==> src/rtl/mem_rw_port_arb_pkg.sv <==
// mem_rw_port_arb_pkg: shared types and parameter range checks for the memory RW port arbiter
package mem_rw_port_arb_pkg;

   localparam int MAX_NREQ = 8;
   localparam int IDX_W    = 3;

   typedef logic [IDX_W-1:0] rr_idx_t;

   typedef struct packed {
      logic    valid;
      rr_idx_t idx;
   } tag_t;

   function automatic bit nreq_ok(input int n);
      return (n >= 2) && (n <= MAX_NREQ);
   endfunction

   function automatic bit latency_ok(input int l);
      return l >= 1;
   endfunction

endpackage

==> src/rtl/mem_rw_port_arb_rr_arb_pick.sv <==
// rr_arb_pick: one-hot pick of the first active requester at or after the pointer, wrapping
module rr_arb_pick
   import mem_rw_port_arb_pkg::*;
#(
   parameter int NREQ = 4
) (
   input  logic [NREQ-1:0] i_req,
   input  rr_idx_t         i_ptr,
   output logic [NREQ-1:0] o_gnt
);

   logic [NREQ-1:0] w_hi;
   logic [NREQ-1:0] w_sel;

   // lowest request at/above the pointer wins; if none, wrap to the lowest request overall
   always_comb begin
      w_hi = '0;
      for (int i = 0; i < NREQ; i++) w_hi[i] = i_req[i] && (i >= int'(i_ptr));
      w_sel = (|w_hi) ? w_hi : i_req;
      o_gnt = w_sel & (~w_sel + NREQ'(1));
   end

endmodule

==> src/rtl/mem_rw_port_arb.sv <==
// mem_rw_port_arb: round-robin sharing of one memory RW port with tagged read-response routing
module mem_rw_port_arb
   import mem_rw_port_arb_pkg::*;
#(
   parameter int NREQ    = 4,
   parameter int AW      = 13,
   parameter int DW      = 32,
   parameter int LATENCY = 2
) (
   input  logic             clk,
   input  logic             rst,
   input  logic [NREQ-1:0]  req_read,
   input  logic [NREQ-1:0]  req_write,
   input  logic [NREQ*AW-1:0] req_addr,
   input  logic [NREQ*DW-1:0] req_din,
   output logic [NREQ-1:0]  req_gnt,
   input  logic             ready,
   input  logic             refr,
   output logic             mem_read,
   output logic             mem_write,
   output logic [AW-1:0]    mem_addr,
   output logic [DW-1:0]    mem_din,
   input  logic [DW-1:0]    mem_dout,
   input  logic             mem_read_vld,
   input  logic             mem_read_serr,
   input  logic             mem_read_derr,
   output logic [NREQ-1:0]  rsp_vld,
   output logic [DW-1:0]    rsp_dout,
   output logic             rsp_serr,
   output logic             rsp_derr,
   output logic             err_illegal,
   output logic             err_vld_mismatch
);

   if (!nreq_ok(NREQ) || !latency_ok(LATENCY)) begin : g_bad_param
      $error("mem_rw_port_arb: NREQ must be 2..8 and LATENCY >= 1");
   end

   logic [NREQ-1:0] w_act;
   logic [NREQ-1:0] w_pick;
   logic            w_any;
   rr_idx_t         w_idx;
   logic            w_rd;
   logic            w_wr;
   logic [AW-1:0]   w_addr;
   logic [DW-1:0]   w_din;
   tag_t            w_head;
   logic            w_rvld;
   rr_idx_t         r_ptr;
   tag_t            r_tag [LATENCY+1];
   logic [DW-1:0]   r_dout;

   assign w_act = req_read | req_write;

   rr_arb_pick #(.NREQ(NREQ)) u_pick (
      .i_req(w_act),
      .i_ptr(r_ptr),
      .o_gnt(w_pick)
   );

   assign req_gnt = (ready && !refr && !rst) ? w_pick : '0;
   assign w_any   = |req_gnt;

   // encode the granted index and mux that requester's command fields
   always_comb begin
      w_idx  = '0;
      w_rd   = 1'b0;
      w_wr   = 1'b0;
      w_addr = '0;
      w_din  = '0;
      for (int i = 0; i < NREQ; i++) begin
         if (req_gnt[i]) begin
            w_idx  = rr_idx_t'(i);
            w_rd   = req_read[i];
            w_wr   = req_write[i];
            w_addr = req_addr[i*AW +: AW];
            w_din  = req_din[i*DW +: DW];
         end
      end
   end

   // memory command register, pointer advance, read-tag pipeline and sticky error flags
   always_ff @(posedge clk) begin
      if (rst) begin
         r_ptr            <= '0;
         mem_read         <= 1'b0;
         mem_write        <= 1'b0;
         mem_addr         <= '0;
         mem_din          <= '0;
         r_dout           <= '0;
         err_illegal      <= 1'b0;
         err_vld_mismatch <= 1'b0;
         for (int k = 0; k <= LATENCY; k++) r_tag[k] <= '0;
      end else begin
         mem_read  <= w_any && w_rd && !w_wr;
         mem_write <= w_any && w_wr;
         if (w_any) begin
            r_ptr    <= (w_idx == rr_idx_t'(NREQ-1)) ? '0 : w_idx + rr_idx_t'(1);
            mem_addr <= w_addr;
            mem_din  <= w_din;
         end
         r_tag[0] <= '{valid: w_any && w_rd && !w_wr, idx: w_idx};
         for (int k = 1; k <= LATENCY; k++) r_tag[k] <= r_tag[k-1];
         if (w_rvld) r_dout <= mem_dout;
         if (w_any && w_rd && w_wr) err_illegal <= 1'b1;
         if (mem_read_vld != w_head.valid) err_vld_mismatch <= 1'b1;
      end
   end

   assign w_head   = r_tag[LATENCY];
   assign w_rvld   = w_head.valid && !rst;
   assign rsp_vld  = w_rvld ? (NREQ'(1) << w_head.idx) : '0;
   assign rsp_dout = w_rvld ? mem_dout : r_dout;
   assign rsp_serr = w_rvld && mem_read_serr;
   assign rsp_derr = w_rvld && mem_read_derr;

endmodule
==> config.mk <==
export PLATFORM = sky130hd
export DESIGN_NAME = mem_rw_port_arb
export DESIGN_NICKNAME = d
export VERILOG_FILES = /design/src/rtl/mem_rw_port_arb_pkg.sv /design/src/rtl/mem_rw_port_arb_rr_arb_pick.sv /design/src/rtl/mem_rw_port_arb.sv
export SDC_FILE = /design/constraint.sdc
export NUM_CORES = 1
export LEC_CHECK = 0
export BUFFER_PORTS_ARGS = -buffer_cell sky130_fd_sc_hd__buf_4
export CORE_MARGIN = 10
export CORE_UTILIZATION = 46
export CTS_CLUSTER_DIAMETER = 30
export DETAILED_ROUTE_END_ITERATION = 12
export HOLD_SLACK_MARGIN = 0.06
export MAX_ROUTING_LAYER = met4
export PLACE_DENSITY = 0.95
export SLEW_MARGIN = 15
export SYNTH_ARGS = -nofsm -noshare
export SYNTH_HDL_FRONTEND = slang
export SYNTH_HIERARCHICAL = 1
export SYNTH_SLANG_ARGS = --single-unit
==> constraint.sdc <==
create_clock -name clk -period 4.35 [get_ports clk]
set_input_delay 0.6525 -clock clk [delete_from_list [all_inputs] [get_ports clk]]
set_output_delay 0.6525 -clock clk [all_outputs]
set_load 0.01 [all_outputs]
### Word-level counts from Yosys, hierarchy flattened

Memory sizes are Yosys's and may differ from the RTL's.
Cells that the tools add are included.

| operators by class | value |
|---|---|
| add/sub/neg operators | 2 |
| $mul | 0 |
| div/mod/pow operators | 0 |
| $lt $le $gt $ge | 4 |
| eq/ne operators | 2 |
| shifts and indexed selects | 1 |
| mux-type cells | 30 |
| bitwise gates (word level) | 6 |
| reductions and logical operators | 18 |

Operator list:

| operator | count |
|---|---|
| 32-bit 2-to-1 mux | 5 |
| 13-bit 2-to-1 mux | 4 |
| 4-bit 2-to-1 mux | 6 |
| 1-bit logical AND | 13 |
| 1-bit 2-to-1 mux | 12 |
| 3-bit 2-to-1 mux | 3 |
| 4-bit OR reduction | 2 |
| 1-bit by 3-bit >= comparator with 1-bit output, first input constant | 2 |
| 2-bit by 3-bit >= comparator with 1-bit output, first input constant | 2 |
| 4-bit by 1-bit adder with 4-bit output, second input constant | 1 |
| 4-bit bitwise AND | 1 |
| 4-bit NOT | 1 |
| 4-bit bitwise OR | 1 |
| 1-bit by 3-bit left shift with 4-bit output, first input constant | 1 |
| 3-bit by 1-bit adder with 3-bit output, second input constant | 1 |
| 3-bit by 2-bit == test with 1-bit output, second input constant | 1 |
| 1-bit logical NOT | 3 |
| 1-bit bitwise OR | 3 |
| 1-bit inequality test | 1 |

| word-level totals | value |
|---|---|
| bits in registers | 84 |
| bits in latches | 0 |
| RAM bits | 12 |
| bits in read-only memories | 0 |
| input port bits | 227 |
| memories | 1 |

Memories:

| memory | depth | bits a word | read ports | clocked after memory_dff | write ports | line | source |
|---|---|---|---|---|---|---|---|
| r_tag | 3 | 4 | 3 | 0 | 3 | mem_rw_port_arb.sv:50 | `tag_t r_tag [LATENCY+1];` |

### Depth between registers and ports, before layout

| depth | value |
|---|---|
| depth in word-level cells | 15 |
| mapped depth | 12 |
| depth with buffers taken out | 9 |

### Hierarchy

Netlist, hierarchy kept.

By module, submodules not included:

| module | instances | cells an instance | area each (µm²) |
|---|---|---|---|
| mem_rw_port_arb | 1 | 582 | 4824.6 |
| rr_arb_pick | 1 | 21 | 122.6 |

### Least setup slack after synthesis

Ideal clock, no wire load.

| timing path | value |
|---|---|
| path kind | input to output |
| start point | in req_write[2] |
| end point | out req_gnt[1] |
| arrival | 2.124 ns |
| data required time | 3.697 ns |
| slack | 1.574 ns |
| stages on the path | 8 |
| path buffers | 2 |
| path through | or2_2 > nand2b_1 > a211o_1 > nand2_1 > a21oi_1 > buf_2 > clkbuf_1 > and2_1 |

| on the way | value |
|---|---|
| word-level cells in the longest chain between the ends | 8 |

RTL lines:

| element | line | source |
|---|---|---|
| start, declared | mem_rw_port_arb.sv:13 | `input logic [NREQ-1:0] req_write,` |
| 4-bit bitwise OR (*) | mem_rw_port_arb.sv:53 | `assign w_act = req_read \| req_write;` |
| 1-bit logical AND (*) | mem_rw_port_arb_rr_arb_pick.sv:18 | `for (int i = 0; i < NREQ; i++) w_hi[i] = i_req[i] && (i >= int'(i_ptr));` |
| 4-bit OR reduction (*) | mem_rw_port_arb_rr_arb_pick.sv:19 | `w_sel = (\|w_hi) ? w_hi : i_req;` |
| 4-bit 2-to-1 mux (*) | mem_rw_port_arb_rr_arb_pick.sv:19 |  |
| 4-bit NOT | mem_rw_port_arb_rr_arb_pick.sv:20 | `o_gnt = w_sel & (~w_sel + NREQ'(1));` |
| 4-bit by 1-bit adder with 4-bit output | mem_rw_port_arb_rr_arb_pick.sv:20 |  |
| 4-bit bitwise AND (*) | mem_rw_port_arb_rr_arb_pick.sv:20 |  |
| net w_pick[1] | mem_rw_port_arb.sv:40 | `logic [NREQ-1:0] w_pick;` |
| 4-bit 2-to-1 mux (*) | mem_rw_port_arb.sv:61 | `assign req_gnt = (ready && !refr && !rst) ? w_pick : '0;` |
| end, declared | mem_rw_port_arb.sv:16 | `output logic [NREQ-1:0] req_gnt,` |

The timed path passes the listed nets; every way through them passes the cells marked *.

### Worst setup path in the final report

| timing path | value |
|---|---|
| start point | in req_write[1] |
| end point | out req_gnt[2] |

| on the way | value |
|---|---|
| word-level cells in the longest chain between the ends | 8 |

RTL lines:

| element | line | source |
|---|---|---|
| 4-bit bitwise OR (*) | mem_rw_port_arb.sv:53 |  |
| net w_act[1] | mem_rw_port_arb.sv:39 | `logic [NREQ-1:0] w_act;` |
| 1-bit logical AND | mem_rw_port_arb_rr_arb_pick.sv:18 |  |
| 4-bit OR reduction | mem_rw_port_arb_rr_arb_pick.sv:19 |  |
| 4-bit 2-to-1 mux (*) | mem_rw_port_arb_rr_arb_pick.sv:19 |  |
| 4-bit NOT | mem_rw_port_arb_rr_arb_pick.sv:20 |  |
| 4-bit by 1-bit adder with 4-bit output | mem_rw_port_arb_rr_arb_pick.sv:20 |  |
| 4-bit bitwise AND (*) | mem_rw_port_arb_rr_arb_pick.sv:20 |  |
| net w_pick[2] | mem_rw_port_arb.sv:40 |  |
| 4-bit 2-to-1 mux (*) | mem_rw_port_arb.sv:61 |  |

Marks and branches as above.

==> qor.yml <==
regArea_um2: 1820
synthFlopType: "dfxtp_1"
grt_pass1_wl_um: 29600
num_rows: 37
cts_buffers: 9
synth.most_common_cell: "nand2_1"
portBuffers: 317
fmax_mhz: 289
area_growth_pct: 53.1
vias: 5608
ios: 318
synth_cells: 603
synth_edf_count: 0
r2r_cells: 8
clk_path_buf_depth: 2
r2r-end: "mem_din[4]$_SDFFE_PP0P_"
postCtsHoldBufs: 0
gr-total-overflow: 0
worstMarginPinSlew_ns: 0.940
finalHoldViolCount: 0
tns_ns: 0
startpoint: "req_write[1]"
ys_seq_elements: 91
finalSetupViolations: 0
avgSynthCellArea_um2: 8.20
num_antenna_cells: 0
reg2reg_setup_slack_ns: 1.52
ant_nets: 0
drv_cap: 0
slew_viol_final: 0
grt_max_degree: 80
grtUsageTotal_pct: 25.2
rsz0062_at_grt: "no"
synth_common_cells: "136 x nand2_1, 91 x dfxtp_1, 41 x nor2b_1"
leakage_nw: 3.65
die_h_um: 124
dp_hpwl_um: 16300
wl_per_cell_um: 19.7
status: "finished, final reports clean"
die-area_um2: 15300
clock_sink_count: 91
pwr-share-comb_pct: 21.4
netSwitchingPower_w: 0.000496
arrival_ns: 2.81
netlist_area_um2: 4950
synth_top_cell_area_share_pct: 36.8
totalWireLength_um: 20300
pwr-share-clk_pct: 34.7
die_x_um: 124
drc: 0
sequentialPowerShare_pct: 43.9
swShare_pct: 25.3
worstSetupPathType: "in -> out"
clkTransAtPathRegs_ns: 0.08
start_util_pct: 47.5
intPower_w: 0.00146
final_nets: 1115
multi_input_comb_area_um2: 2790
antenna_found_initial: 0
gp_congestion: 0.954
core_um2: 10400
nFillCells: 798
required_ns: 3.70
netlist.top_cell.by_area: "dfxtp_1"
fin_crit_ns: 3.46
cp_max_fo: 15
setup.worst_path.end_class: "primary output"
yosysWarningCount: 6
cts_root_buf: "clkbuf_8"
power_w: 0.00196
finalCritPeriodShare_pct: 79.6
layout-drive-gt1-share_pct: 43.7
reg2reg_from: "r_ptr[0]$_SDFFE_PP0P_"
async_reset_ff_share_pct: 0
hold_class: "reg -> reg"
ctsResizeCount: 0
endpoint: "req_gnt[2]"
synth_seq_area_share_pct: 36.8
insertion_delay_ns: 0.34
first_iter_violations: 529
h-tree-depth: 3
post_cts_buffers: 0
timing.hold.ws_ns: 0.449
slew_headroom_pct: 37.3
ys_types: 47
grt_pass1_vias: 5624
start_kind: "input port"
peakVddDrop_uv: 247
cts_tree: "built"
p_per_area_nw_per_um2: 258
synthTopCellsByArea: "dfxtp_1 37%, nand2_1 10%, mux2_2 7.3%"
drt_pass1_iterations: 5
fin_skew_ns: 0.0150
vias_per_cell: 5.46
==> through the flow <==
stage                     cell area [um2]  util, %  worst slack, ns  cells
final                                7570     72.7            0.888   1028
after global placement               7320     70.2            0.924   1012
after global routing                 7570     72.7            0.802   1028
after detailed placement             7320     70.2            0.948   1012
after floorplan                      4950        -             1.57    605
after CTS                            7550     72.5            0.925   1027
==> power groups by stage <==
stage / Sequential (W) / Clock (W) / Combinational [W]
CTS: 0.000859 / 0.000692 / 0.000415
global route: 0.000861 / 0.000728 / 0.000456
detailed placement: 0.000878 / 0 / 0.000414
finish: 0.000859 / 0.000679 / 0.000418
floorplan: 0.000884 / 0 / 0.000182
global placement: 0.000878 / 0 / 0.000407
==> layout by cell type, fill, tap and decap left out, drive strengths merged, types with 2 or more instances in the layout <==
| cell | synthesis | layout |
|---|---|---|
| a21oi | 27 | 27 |
| a221o | 6 | 6 |
| a22oi | 2 | 2 |
| a32o | 27 | 27 |
| and2 | 5 | 5 |
| and3 | 2 | 2 |
| buf | 34 | 327 |
| bufinv | 0 | 3 |
| clkbuf | 21 | 9 |
| conb | 1 | 3 |
| dfxtp | 91 | 91 |
| inv | 19 | 21 |
| mux2 | 32 | 32 |
| nand2 | 136 | 136 |
| nand2b | 2 | 2 |
| nor2 | 17 | 17 |
| nor2b | 42 | 42 |
| nor3 | 3 | 3 |
| nor3b | 2 | 2 |
| o211ai | 38 | 38 |
| o21a | 27 | 27 |
| o21ai | 32 | 32 |
| o2bb2ai | 18 | 18 |
| or2 | 4 | 4 |
==> how the worst min path moves through the flow <==
stage,startpoint,end,cells past startpoint
final,r_tag[0][0]$_SDFF_PP0_,r_tag[0][4]$_SDFF_PP0_,1
after detailed placement,r_tag[0][7]$_SDFF_PP0_,r_tag[0][11]$_SDFF_PP0_,1
after CTS,r_tag[0][7]$_SDFF_PP0_,r_tag[0][11]$_SDFF_PP0_,1
after floorplan,r_tag[0][7]$_SDFF_PP0_,r_tag[0][11]$_SDFF_PP0_,1
after global routing,r_tag[0][0]$_SDFF_PP0_,r_tag[0][4]$_SDFF_PP0_,1
after global placement,r_tag[0][7]$_SDFF_PP0_,r_tag[0][11]$_SDFF_PP0_,1
==> area by class of cell <==
type	instances	share of cell area, %
inverters	19	0.942
clock buffers	9	1.64
repair buffers	327	32.7
clock inverters	6	1.49
well taps	136	2.25
flip-flops and latches	91	24.1
multi-input cells	440	36.9
==> worst max-delay path: stages <==
cell,delay (ns)
buf_4,0.11
or2_2,0.33
nand2b_1,0.17
o221ai_2,0.15
and2b_1,0.48
and4bb_1,0.68
buf_4,0.24
==> registers in the layout, indices dropped and copies added, names as in the netlist <==
| signal | flops |
|---|---|
| r_tag | 9 |
| mem_din | 32 |
| mem_addr | 13 |
| err_vld_mismatch | 1 |
| err_illegal | 1 |
| r_dout | 32 |
| r_ptr | 2 |
| mem_write | 1 |
==> layer usage <==
metal | GRT usage [%] | wire length [um]
met5 | - | 0
met4 | 9.39 | 687
met3 | 7.74 | 2020
met2 | 41.6 | 9970
met1 | 28.0 | 7620
==> logic make-up (layout without fill, tap and decap cells) <==
kind of cell / after synthesis / in the layout / synth area share [%]
mux: 32 / 32 / 7.28
simple gates: 221 / 221 / 20.9
flops: 91 / 91 / 36.8
compound gates: 183 / 183 / 27.5
xor+xnor: 1 / 1 / 0.177
other cells: 1 / 3 / 0.0758
buf+inv: 74 / 361 / 7.31
No activity file was read; power rests on OpenSTA's default activity.
